$ cat src/rtl/counter_pkg.sv
// rtl/counter_pkg.sv - shared constants and helpers for the up/down counter
package counter_pkg;

  localparam int CNT_WRAP = 0;
  localparam int CNT_SAT  = 1;

  // Prescaler register width, never narrower than one bit.
  function automatic int pre_width(input int prescale);
    return (prescale <= 2) ? 1 : $clog2(prescale);
  endfunction

endpackage

$ cat src/rtl/tick_prescaler.sv
// rtl/tick_prescaler.sv - counts enabled cycles and ticks once every PRESCALE of them
module tick_prescaler
  import counter_pkg::*;
#(
  parameter int PRESCALE = 2
) (
  input  logic clock,
  input  logic reset,
  input  logic enable,
  input  logic clear_pre,
  output logic tick
);

  localparam int PW = pre_width(PRESCALE);
  localparam logic [PW-1:0] LAST = PW'(PRESCALE - 1);

  logic [PW-1:0] cnt;

  assign tick = enable && (cnt == LAST);

  always_ff @(posedge clock or posedge reset) begin
    if (reset) begin
      cnt <= '0;
    end else if (clear_pre) begin
      cnt <= '0;
    end else if (enable) begin
      if (cnt == LAST) cnt <= '0;
      else             cnt <= cnt + PW'(1);
    end
  end

endmodule

$ cat src/rtl/updown_counter_mod.sv
// rtl/updown_counter_mod.sv - parametrised up/down counter with clamp-load, wrap/saturate and prescaler
module updown_counter_mod
  import counter_pkg::*;
#(
  parameter int WIDTH     = 4,
  parameter int MOD_VALUE = 2 ** WIDTH,
  parameter int SATURATE  = 0,
  parameter int PRESCALE  = 1
) (
  input  logic             clock,
  input  logic             reset,
  input  logic             enable,
  input  logic             up_down,
  input  logic             clear,
  input  logic             load,
  input  logic [WIDTH-1:0] load_value,
  output logic [WIDTH-1:0] count,
  output logic             at_max,
  output logic             at_min,
  output logic             wrap_pulse,
  output logic             bound_hit
);

  // Terminal value compared explicitly so a full 2**WIDTH range never relies on overflow.
  localparam logic [WIDTH-1:0] TERM = WIDTH'(MOD_VALUE - 1);
  localparam bit SAT_MODE = (SATURATE == CNT_SAT);

  logic             tick;
  logic             step;
  logic [WIDTH-1:0] step_next;
  logic             step_bound;
  logic [WIDTH-1:0] load_clamped;

  generate
    if (PRESCALE == 1) begin : g_no_pre
      assign tick = 1'b1;
    end else begin : g_pre
      tick_prescaler #(.PRESCALE(PRESCALE)) u_pre (
        .clock     (clock),
        .reset     (reset),
        .enable    (enable),
        .clear_pre (clear || load),
        .tick      (tick)
      );
    end
  endgenerate

  assign step         = enable && tick;
  assign at_max       = (count == TERM);
  assign at_min       = (count == '0);
  assign load_clamped = (load_value > TERM) ? TERM : load_value;

  always_comb begin
    step_next  = count;
    step_bound = 1'b0;
    if (up_down) begin
      if (count == TERM) begin
        step_bound = 1'b1;
        step_next  = SAT_MODE ? count : '0;
      end else begin
        step_next  = count + WIDTH'(1);
      end
    end else begin
      if (count == '0) begin
        step_bound = 1'b1;
        step_next  = SAT_MODE ? count : TERM;
      end else begin
        step_next  = count - WIDTH'(1);
      end
    end
  end

  always_ff @(posedge clock or posedge reset) begin
    if (reset) begin
      count      <= '0;
      wrap_pulse <= 1'b0;
      bound_hit  <= 1'b0;
    end else if (clear) begin
      count      <= '0;
      wrap_pulse <= 1'b0;
      bound_hit  <= 1'b0;
    end else if (load) begin
      count      <= load_clamped;
      wrap_pulse <= 1'b0;
    end else if (step) begin
      count      <= step_next;
      wrap_pulse <= step_bound;
      if (step_bound) bound_hit <= 1'b1;
    end else begin
      wrap_pulse <= 1'b0;
    end
  end

endmodule
$ cat config.mk
export PLATFORM = sky130hd
export DESIGN_NAME = updown_counter_mod
export DESIGN_NICKNAME = d
export VERILOG_FILES = /design/src/rtl/counter_pkg.sv /design/src/rtl/tick_prescaler.sv /design/src/rtl/updown_counter_mod.sv
export SDC_FILE = /design/constraint.sdc
export NUM_CORES = 1
export LEC_CHECK = 0
export BUFFER_PORTS_ARGS = -buffer_cell sky130_fd_sc_hd__buf_4
export CORE_UTILIZATION = 30
export CTS_CLUSTER_DIAMETER = 40
export CTS_CLUSTER_SIZE = 8
export DETAILED_ROUTE_END_ITERATION = 10
export RECOVER_POWER = 25
export SLEW_MARGIN = 20
export SYNTH_ARGS = -nofsm -noshare
export SYNTH_HDL_FRONTEND = slang
export SYNTH_SLANG_ARGS = --single-unit
export TNS_END_PERCENT = 100
$ cat constraint.sdc
create_clock -name clock -period 3.1 [get_ports clock]
set_clock_uncertainty 0.05 [all_clocks]
set_input_delay 0.155 -clock clock [delete_from_list [all_inputs] [get_ports clock]]
set_output_delay 0.155 -clock clock [all_outputs]
set_load 0.005 [all_outputs]
* After elaboration in Yosys (flattened, before gate mapping)
Index checks and enable logic that the tools add are counted.
** Operators by class
- $add $sub $neg :: 2
- $lt $le $gt $ge :: 1
- Eq/ne operators :: 2
- Muxes and demuxes :: 17
- Reduce and logical (&&, ||, !) cells :: 5
** Operators by type and width (number)
- two-way mux 4 bit :: 7
- two-way mux 1 bit :: 10
- adder 4 x 1 -> 4 bit, second input constant :: 1
- equality test 4 bit, second input constant :: 1
- > comparator 4 bit, second input constant :: 1
- zero test 4 bit :: 1
- nonzero test 2 bit :: 2
- subtractor 4 x 1 -> 4 bit, second input constant :: 1
- AND reduction 3 bit :: 1
- nonzero test 3 bit :: 1
- != test 2 bit, second input constant :: 1
** Word-level totals
- Bits in registers :: 6
- Output and inout port bits :: 8
- Logic and storage cells :: 30

* Logic depth before layout (Yosys ltp)
Gate-level depths: netlist of run 1.
- Depth after elaboration :: 7
- Mapped depth :: 6
- Mapped depth without buffers :: 6

* Worst setup path after synthesis of run 1
OpenSTA, ideal clock, no wires.
- Path type :: flip-flop to flip-flop
- Start point :: register count[0]
- End point :: register count[3]
- Arrival time :: 1.368 ns
- Data required time :: 2.969 ns
- Slack :: 1.601 ns
- Stages on the path, launching flop included :: 7
- Cell sequence :: dfrtp_1 inv_1 ha_1 o21bai_1 a21oi_1 a311o_1 a31oi_2
** On the way
- Longest elaborated chain between the ends :: 6
- Elaborated cells on any way between the ends :: 10
** Ends and longest elaborated chain
- start: declaration :: line updown_counter_mod.sv:17 : output logic [WIDTH-1:0] count,
- start signal: assignment :: line updown_counter_mod.sv:83 : count <= load_clamped;
- start signal: assignment :: line updown_counter_mod.sv:86 : count <= step_next;
- subtractor 4 x 1 -> 4 bit, or another cell as far along :: line updown_counter_mod.sv:68 : step_next = count - WIDTH'(1);
- two-way mux 4 bit, on equally long branches :: line updown_counter_mod.sv:64, updown_counter_mod.sv:57
- two-way mux 4 bit * :: line updown_counter_mod.sv:56 : if (up_down) begin
- two-way mux 4 bit * :: line updown_counter_mod.sv:85 : end else if (step) begin
- two-way mux 4 bit * :: line updown_counter_mod.sv:82 : end else if (load) begin
- two-way mux 4 bit * :: line updown_counter_mod.sv:78 : end else if (clear) begin
Mark *: on every way between the ends. The rest lies on a longest branch, timed or not. The select of a mux whose other input is x is not followed.
A chain may end at the register's enable or synchronous reset.

* Final worst setup path of run 1
Ends and elaborated chain as after synthesis.

==> results of run 1 <==
[cells in the mapped netlist]
cell      instances  area [µm²]
clkbuf_1          3       11.26
a221oi_1          1       8.760
a311o_1           1       10.01
dfrtp_1           6       150.1
a31oi_1           1       6.260
nor2b_1           1       6.260
a21bo_1           1       10.01
a21oi_1           6       30.03
xnor2_1           2       17.52
or4_1             1       7.510
o21bai_1          1       7.510
o31ai_1           1       7.510
o21a_1            1       7.510
nor3b_1           2       15.01
and3_1            1       6.260
o21ai_0           2       10.01
ha_1              2       25.02
nand2_1           2       7.510
nor2_1            4       15.01
inv_2             1       3.750
mux2i_1           2       20.02
o221ai_1          1       8.760
inv_1             8       30.03
mux2_2            1       11.26
a31oi_2           1       12.51
[state kept, by name, indices dropped and copies added, names as in the netlist]
| name | cells |
|---|---|
| wrap_pulse | 1 |
| bound_hit | 1 |
| count | 4 |
[cells by family after synthesis]
group                      share of synthesized area (%)
buffers and inverters                              10.11
AOI/OAI and AO/OA                                  26.69
DFF                                                33.71
and+or+nand+nor                                    12.92
xor gates and xnor gates                           3.933
muxes                                              7.022
adders and majority gates                          5.617
[where the power goes]
| part | switching, mW | internal (mW) | leakage, nW |
|---|---|---|---|
| registers | 0.00881 | 0.0834 | 0.0794 |
| clock network | 0.0292 | 0.0439 | 0.0138 |
| logic | 0.0286 | 0.0359 | 0.216 |
| total | 0.0665 | 0.163 | 0.309 |
[metal layers]
| layer | vias to the layer above | GRT usage, % | routed length, µm |
|---|---|---|---|
| li1 | 220 | - | - |
| met1 | 191 | 18.03 | 477 |
| met3 | 2 | 3.333 | 60 |
| met4 | 0 | 12.50 | 17 |
| met2 | 20 | 25.00 | 503 |
| met5 | - | 0 | 0 |
[final cells by class]
type	count	area share (%)
Tap cell	15	3.061
Clock buffer	3	3.673
Inverter	9	5.510
Timing Repair Buffer	18	22.45
Sequential cell	6	24.49
Multi-Input combinational cell	35	40.82
[metrics by stage]
| stage | instance area [µm²] | utilization (%) |
|---|---|---|
| 2_1_floorplan | 445.4 | - |
| 3_5_place_dp | 580.6 | 43.53 |
| 4_1_cts | 613.1 | 45.97 |
| 6_report | 613.1 | 45.97 |
| 5_1_grt | 613.1 | 45.97 |
| 3_3_place_gp | 580.6 | 43.53 |
[how the worst max path moves through the flow]
stage               startpoint   endpoint  slack [ns]
floorplan             count[0]   count[3]        1.60
global placement      count[0]  bound_hit        1.54
detailed placement    count[0]   count[3]        1.48
CTS                   count[0]     at_min        1.46
global route          count[0]  bound_hit        1.35
finish                count[0]   count[3]        1.45
[timing repair]
item                                    CTS  global route
endpoints found under the setup margin    0             0
setup buffers                             0             0
hold endpoints to repair                  6             0
hold buffers                              1             0
==> impl_metrics.ini, run 1 <==
[clocking]
clkTransAtPathRegs_ns = 0.05
ctsResizeCount = 0
clock_path_buffers = 2
cts_tree = built
cts_sinks = 6
cts_inserted_buffers = 3
cts-root-buf = clkbuf_4
clk-insertion-delay-late_ns = 0.25
htree_num_levels = 1

[hold_path]
hold_path_end = count[1]
min_path_cells = 2
min_path_type = primary input to flop
worstHoldStart = clear

[sta]
fmax_mhz = 606.6
worstMarginPinSlew_ns = 0.3006
hold_viol = 0
relSlewSlack_pct = 79.96
setup_tns_ns = 0
fin_crit_ns = 1.648
setup_violations = 0
timing.hold.ws_ns = 0.06288
slew_viol_final = 0
fin_ws_ns = 1.452
finalCritPeriodShare_pct = 53.17
rsz0062_at_grt = false

[drt]
drcViolationCount = 0
avgViaCountPerCell = 5.035
wl_um = 1057
wl_per_cell_um = 12.29
drt_iter0_markers = 13
ant_nets = 0
vias = 433
dr.pass1.iters = 4

[place]
place_worst_setup_slack_ns = 1.479
gp_congestion = 0.7190
dpl.hpwl_um = 805.9
placedCellCount = 82
port_buffers = 17

[global_route]
grt_pass1_vias = 389
grt_max_degree = 11
grt_pass1_wl_um = 1600
track_usage_pct = 15.78
antenna_found_initial = 0
grt-ovfl-total = 0

[power_and_ir_drop]
p_total_mw = 0.2298
p_leak_nw = 0.3090
ir_worst_vdd_mv = 0.1572
power_density_nw_per_um2 = 374.7

[finish]
nets = 85
register_area_um2 = 150.1
area_growth_pct = 37.64
antenna_cells = 0
layout_common_cells = 16 x buf_4, 8 x inv_1, 6 x a21oi_1, 6 x dfrtp_1
layout_commonest_cell = buf_4
fillCellCount = 143
multi_input_area_um2 = 250.2
final_cells = 86
drive_above_1_share_pct = 32.39

[die]
core_um2 = 1334
die-height_um = 40.53
die_w_um = 40.53
start_util_pct = 33.40
dieArea_um2 = 1643
placementRows = 13
ios = 18

[setup_path]
critPathArrivalTime_ns = 1.77
r2r_end = count[3]
cp_cell_sequence = inv_1 -> ha_1 -> o21bai_1 -> a21oi_1 -> a311o_1 -> a31oi_2
slowest_delay_ns = 0.46
crit_path_max_fanout = 8
cp.buffers_inverters = 1
cp_data_required_time_ns = 3.22
r2r-start = count[0]
endpoint_kind = flop
cp_slowest_cell = dfrtp_1
start_kind = flop
cp.depth = 6
cpLargestDelayFamily = compound AO/OA/AOI/OAI gates
worstSetupPathType = flop to flop
reg2reg_slack_ns = 1.45
reg2reg_depth = 6

[logic_synthesis]
yosysSeqAreaShare_pct = 33.71
syn_nets = 65
synth-seq-cells = 6
netlist_instances = 53
yosysWarnings = 0
synth.distinct_cells = 25
netlist_area_um2 = 445.4
synth.avg_cell_area_um2 = 8.404

[outcome]
outcome = finished, final reports clean

[job]
maxCapViolCount = 0
Note: power is estimated with default switching activity, not from simulation.
==> run 2: changes to the inputs <==
--- a/config.mk
+++ b/config.mk
@@ -5,6 +5,7 @@
 export SDC_FILE = /design/constraint.sdc
 export NUM_CORES = 1
 export LEC_CHECK = 0
+export ABC_AREA = 1
 export BUFFER_PORTS_ARGS = -buffer_cell sky130_fd_sc_hd__buf_4
 export CORE_UTILIZATION = 30
 export CTS_CLUSTER_DIAMETER = 40
==> constraint.sdc (replaced) <==
create_clock -name clock -period 1.7 [get_ports clock]
set_clock_uncertainty 0.05 [all_clocks]
set_input_delay 0.085 -clock clock [delete_from_list [all_inputs] [get_ports clock]]
set_output_delay 0.085 -clock clock [all_outputs]
set_load 0.005 [all_outputs]
==> run 2 against run 1 <==
  * Count of clock-buffer cells in the layout stayed put
  * First-iteration DRC count is 38% lower
  * Via count is 17% higher
  * Register-to-register slack worse by 1.2 ns
  * Cell area is 3.9% higher
==> impl_metrics.ini, run 2 <==
[drt]
wl_per_cell_um = 10.31
avgViaCountPerCell = 4.838
dr.pass1.iters = 4
vias = 508
ant_nets = 0
drt_iter0_markers = 8
wl_um = 1083
drcViolationCount = 0

[outcome]
outcome = finished, final reports clean

[finish]
fillCellCount = 156
top_register = count
multi_input_area_um2 = 266.5
largest_reg_flops = 4
nets = 104
drive_above_1_share_pct = 26.67
area_growth_pct = 35.73
top_regs = count x4, bound_hit x1, wrap_pulse x1
register_area_um2 = 150.1
final_util_pct = 46.06
layout_common_cells = 23 x nand2_1, 16 x buf_4, 10 x inv_1, 6 x nor2_1, 6 x dfrtp_1
antenna_cells = 0
final_cells = 105
layout_commonest_cell = nand2_1

[die]
die-height_um = 41.55
dieArea_um2 = 1726
die_w_um = 41.55
ios = 18
core_um2 = 1383
placementRows = 13
start_util_pct = 33.94

[setup_path]
cp_data_required_time_ns = 1.56
reg2reg_depth = 6
critPathArrivalTime_ns = 1.39
crit_path_max_fanout = 7
start_kind = flop
endpoint_kind = primary output
worstSetupPathType = flop to primary output

[place]
gp_congestion = 0.7339
port_buffers = 17
placedCellCount = 101
dpl.hpwl_um = 873.5

[logic_synthesis]
netlist_instances = 70
synth.distinct_cells = 17
synth-seq-cells = 6
synth_top_flop_cell = dfrtp_1
synth.avg_cell_area_um2 = 6.703
syn_nets = 82
yosysSeqAreaShare_pct = 32.00
post-synth-top-count-cell = nand2_1
netlist_area_um2 = 469.2
yosysTopAreaCellShare_pct = 32.00
synth-edff-count = 0
yosysWarnings = 0
synth_area_leaders = dfrtp_1 32%, nand2_1 18%, inv_1 8.0%
synth_common_cells = 23 x nand2_1, 10 x inv_1, 6 x dfrtp_1, 6 x nor2_1
synthArstFlopShare_pct = 100.0
netlist.top_cell.by_area = dfrtp_1

[clocking]
post_cts_buffers = 0
clock_path_buffers = 2
cts_tree = built
cts-root-buf = clkbuf_4
clk-insertion-delay-late_ns = 0.25
clkTransAtPathRegs_ns = 0.05
cts_sinks = 6
cts_inserted_buffers = 3
htree_num_levels = 1

[sta]
finalCritPeriodShare_pct = 89.84
slew_viol_final = 0
fin_crit_ns = 1.527
setup_tns_ns = 0
hold_viol = 0
worstMarginPinSlew_ns = 0.3953
setup_violations = 0
relSlewSlack_pct = 73.65
rsz0062_at_grt = false
fmax_mhz = 654.8

[power_and_ir_drop]
p_leak_nw = 0.3410
p_comb_share_pct = 28.5
clock_power_share_pct = 30.5
internal_power_mw = 0.2924
ir_worst_vdd_mv = 0.2897
switching_share_pct = 30.90
switchingPower_mw = 0.1307
pwr-share-seq_pct = 41.1
power_density_nw_per_um2 = 664.4

[global_route]
grt_pass1_vias = 423
track_usage_pct = 13.95
grt-ovfl-total = 0
antenna_found_initial = 0
grt_max_degree = 12
grt_pass1_wl_um = 1766

[hold_path]
min_path_cells = 3
min_path_type = primary input to flop

[job]
maxCapViolCount = 0
==> run 2: metrics by stage <==
step	setup WS (ns)	total power, mW	area, µm²	hold WS, ns
floorplan	0.3749	0.2421	469.2	-0.1740
global placement	0.3011	0.2958	604.3	-0.02330
detailed placement	0.2705	0.2947	604.3	-0.02654
CTS	0.1685	0.4302	636.9	0.07207
global route	0.04420	0.4593	636.9	0.08124
finish	0.1727	0.4231	636.9	0.07460
==> run 2: final timing paths <==
path	start	endpoint	slack (ns)
worst max-delay path	count[0]	at_min	0.17
worst min-delay path	load_value[2]	count[2]	0.07
worst max register to register	count[0]	count[1]	0.24
worst min register to register	bound_hit	bound_hit	0.44
max in group asynchronous	reset	count[2]	1.13
min in group asynchronous	reset	bound_hit	0.27
==> run 2: cells by family (layout without fill, tap and decap cells) <==
family / count (synthesis) / count (layout) / share of synthesized area [%]
compound gates: 12 / 12 / 14.66
fa+ha+maj: 2 / 2 / 5.332
buf+inv: 12 / 32 / 11.20
flops: 6 / 6 / 32.00
simple gates: 38 / 38 / 36.80
==> run 2: layout make-up <==
| type | count | area share (%) |
|---|---|---|
| multi-input cells | 52 | 41.85 |
| flip-flops and latches | 6 | 23.58 |
| well taps | 15 | 2.947 |
| clock buffers | 3 | 3.536 |
| repair buffers | 18 | 21.61 |
| inverters | 11 | 6.483 |
==> run 2: worst max-delay path: stages (launching register included) <==
cell and delay, ns:
dfrtp_1 0.45, inv_1 0.14, ha_1 0.18, inv_1 0.07
nor3_4 0.16, buf_4 0.14
==> run 2: power groups by stage <==
stage | clock network [mW] | logic (mW) | registers [mW]
floorplan | 0 | 0.0738 | 0.168
global placement | 0 | 0.120 | 0.176
detailed placement | 0 | 0.119 | 0.176
CTS | 0.135 | 0.122 | 0.173
global route | 0.147 | 0.137 | 0.175
finish | 0.129 | 0.120 | 0.174
==> run 2: timing repair <==
action                     CTS  global route
hold buffers                 1             0
gates resized for setup      0             0
setup endpoints to repair    0             0
hold endpoints to repair     6             0
==> run 2: layer usage <==
layer	wire length (µm)	up-vias	track usage (%)
met2	503	16	20.31
li1	-	268	-
met3	52	4	4.348
met4	26	0	11.61
met1	502	220	16.53
met5	0	-	0
==> run 3: changes to the inputs <==
==> constraint.sdc (replaced) <==
create_clock -name clock -period 1.8 [get_ports clock]
set_clock_uncertainty 0.05 [all_clocks]
set_input_delay 0.09 -clock clock [delete_from_list [all_inputs] [get_ports clock]]
set_output_delay 0.09 -clock clock [all_outputs]
set_load 0.005 [all_outputs]
==> run 3 against run 2 <==
  * Die area is the same
  * Critical path depth is the same
  * Non-clock buffer count is the same
  * Sequential share of layout area is the same
  * Sequential power shrank 6%
  * Register-to-register slack gained 0.12 ns
  * First-iteration DRC count grew 63%
==> impl_metrics.ini, run 3 (synthesis results as in run 2) <==
[finish]
antenna_cells = 0
area_growth_pct = 35.73
largest_reg_flops = 4
drive_above_1_share_pct = 26.67
final_cells = 105
layout_commonest_cell = nand2_1
final_util_pct = 46.06
layout_common_cells = 23 x nand2_1, 16 x buf_4, 10 x inv_1, 6 x nor2_1, 6 x dfrtp_1
top_register = count
final_area_um2 = 636.9
top_regs = count x4, bound_hit x1, wrap_pulse x1
nets = 104

[die]
die-height_um = 41.55
ios = 18
core_um2 = 1383
placementRows = 13
start_util_pct = 33.94
die_w_um = 41.55
dieArea_um2 = 1726

[sta]
fmax_mhz = 664.2
relSlewSlack_pct = 74.15
fin_ws_ns = 0.2945
timing.hold.ws_ns = 0.06703
worstMarginPinSlew_ns = 0.3877
fin_crit_ns = 1.506
setup_violations = 0
setup_tns_ns = 0
slew_viol_final = 0
finalCritPeriodShare_pct = 83.64
rsz0062_at_grt = false
hold_viol = 0

[drt]
drcViolationCount = 0
wl_per_cell_um = 10.70
avgViaCountPerCell = 5.019
dr.pass1.iters = 4
vias = 527
wl_um = 1123
drt_iter0_markers = 13
ant_nets = 0

[clocking]
post_cts_buffers = 0
cts_tree = built
cts_inserted_buffers = 3
htree_num_levels = 1
clkTransAtPathRegs_ns = 0.05
clk-insertion-delay-late_ns = 0.25
cts_sinks = 6
clock_path_buffers = 2
cts-root-buf = clkbuf_4
ctsResizeCount = 0

[job]
maxCapViolCount = 0

[setup_path]
crit_path_max_fanout = 7
cp_data_required_time_ns = 1.66
reg2reg_slack_ns = 0.36
critPathArrivalTime_ns = 1.37
worstSetupPathType = flop to primary output
start_kind = flop
endpoint_kind = primary output

[outcome]
outcome = finished, final reports clean

[place]
placedCellCount = 101
dpl_cell_area_um2 = 604.3
dpl.hpwl_um = 904
port_buffers = 17
gp_congestion = 0.7339
place_worst_setup_slack_ns = 0.3591

[global_route]
grt_max_degree = 12
grt_pass1_vias = 469
grt_pass1_wl_um = 1987
antenna_found_initial = 0
track_usage_pct = 15.67
grt-ovfl-total = 0

[power_and_ir_drop]
ir_worst_vdd_mv = 0.2877
p_total_mw = 0.4055
power_density_nw_per_um2 = 636.8
p_leak_nw = 0.3410

[hold_path]
min_path_type = primary input to flop
## run 3: cell counts in the layout (fill, tap and decap cells not counted)
No cell type changed its count.
## run 3: critical path, cell delays in order (launching register included)
cell	delay [ns]
dfrtp_1	0.45
inv_1	0.12
ha_1	0.17
inv_1	0.07
nor3_4	0.15
buf_4	0.14
## run 3: worst paths after layout
| kind | cells past startpoint | endpoint | startpoint |
|---|---|---|---|
| worst max-delay path | 5 | at_min | count[0] |
| worst min-delay path | 3 | count[2] | load_value[2] |
| worst max register to register | 6 | count[1] | count[0] |
| worst min register to register | 2 | bound_hit | bound_hit |
| max in group asynchronous | 3 | count[3] | reset |
| min in group asynchronous | 3 | count[2] | reset |
## run 3: layout make-up
cell class	count	area (µm²)
multi-input cells	52	266.5
clock buffers	3	22.52
well taps	15	18.77
flip-flops and latches	6	150.1
repair buffers	18	137.6
fillers	151	745.7
inverters	11	41.29
## run 3: timing repair
action	in CTS	in global routing
endpoints found under the hold margin	6	0
endpoints found under the setup margin	0	0
hold buffers	1	0
## run 3: per-layer routing
layer	GRT usage (%)	up-vias	wire length [µm]
met5	0	-	0
met4	13.55	0	44
met3	3.913	5	49
met2	22.50	16	520
met1	19.24	236	508
li1	-	270	-
## run 3: where the power goes
group	internal, mW	switching [mW]
Combinational	0.0569	0.0584
Sequential	0.144	0.0195
Clock	0.0756	0.0509
Total	0.277	0.129
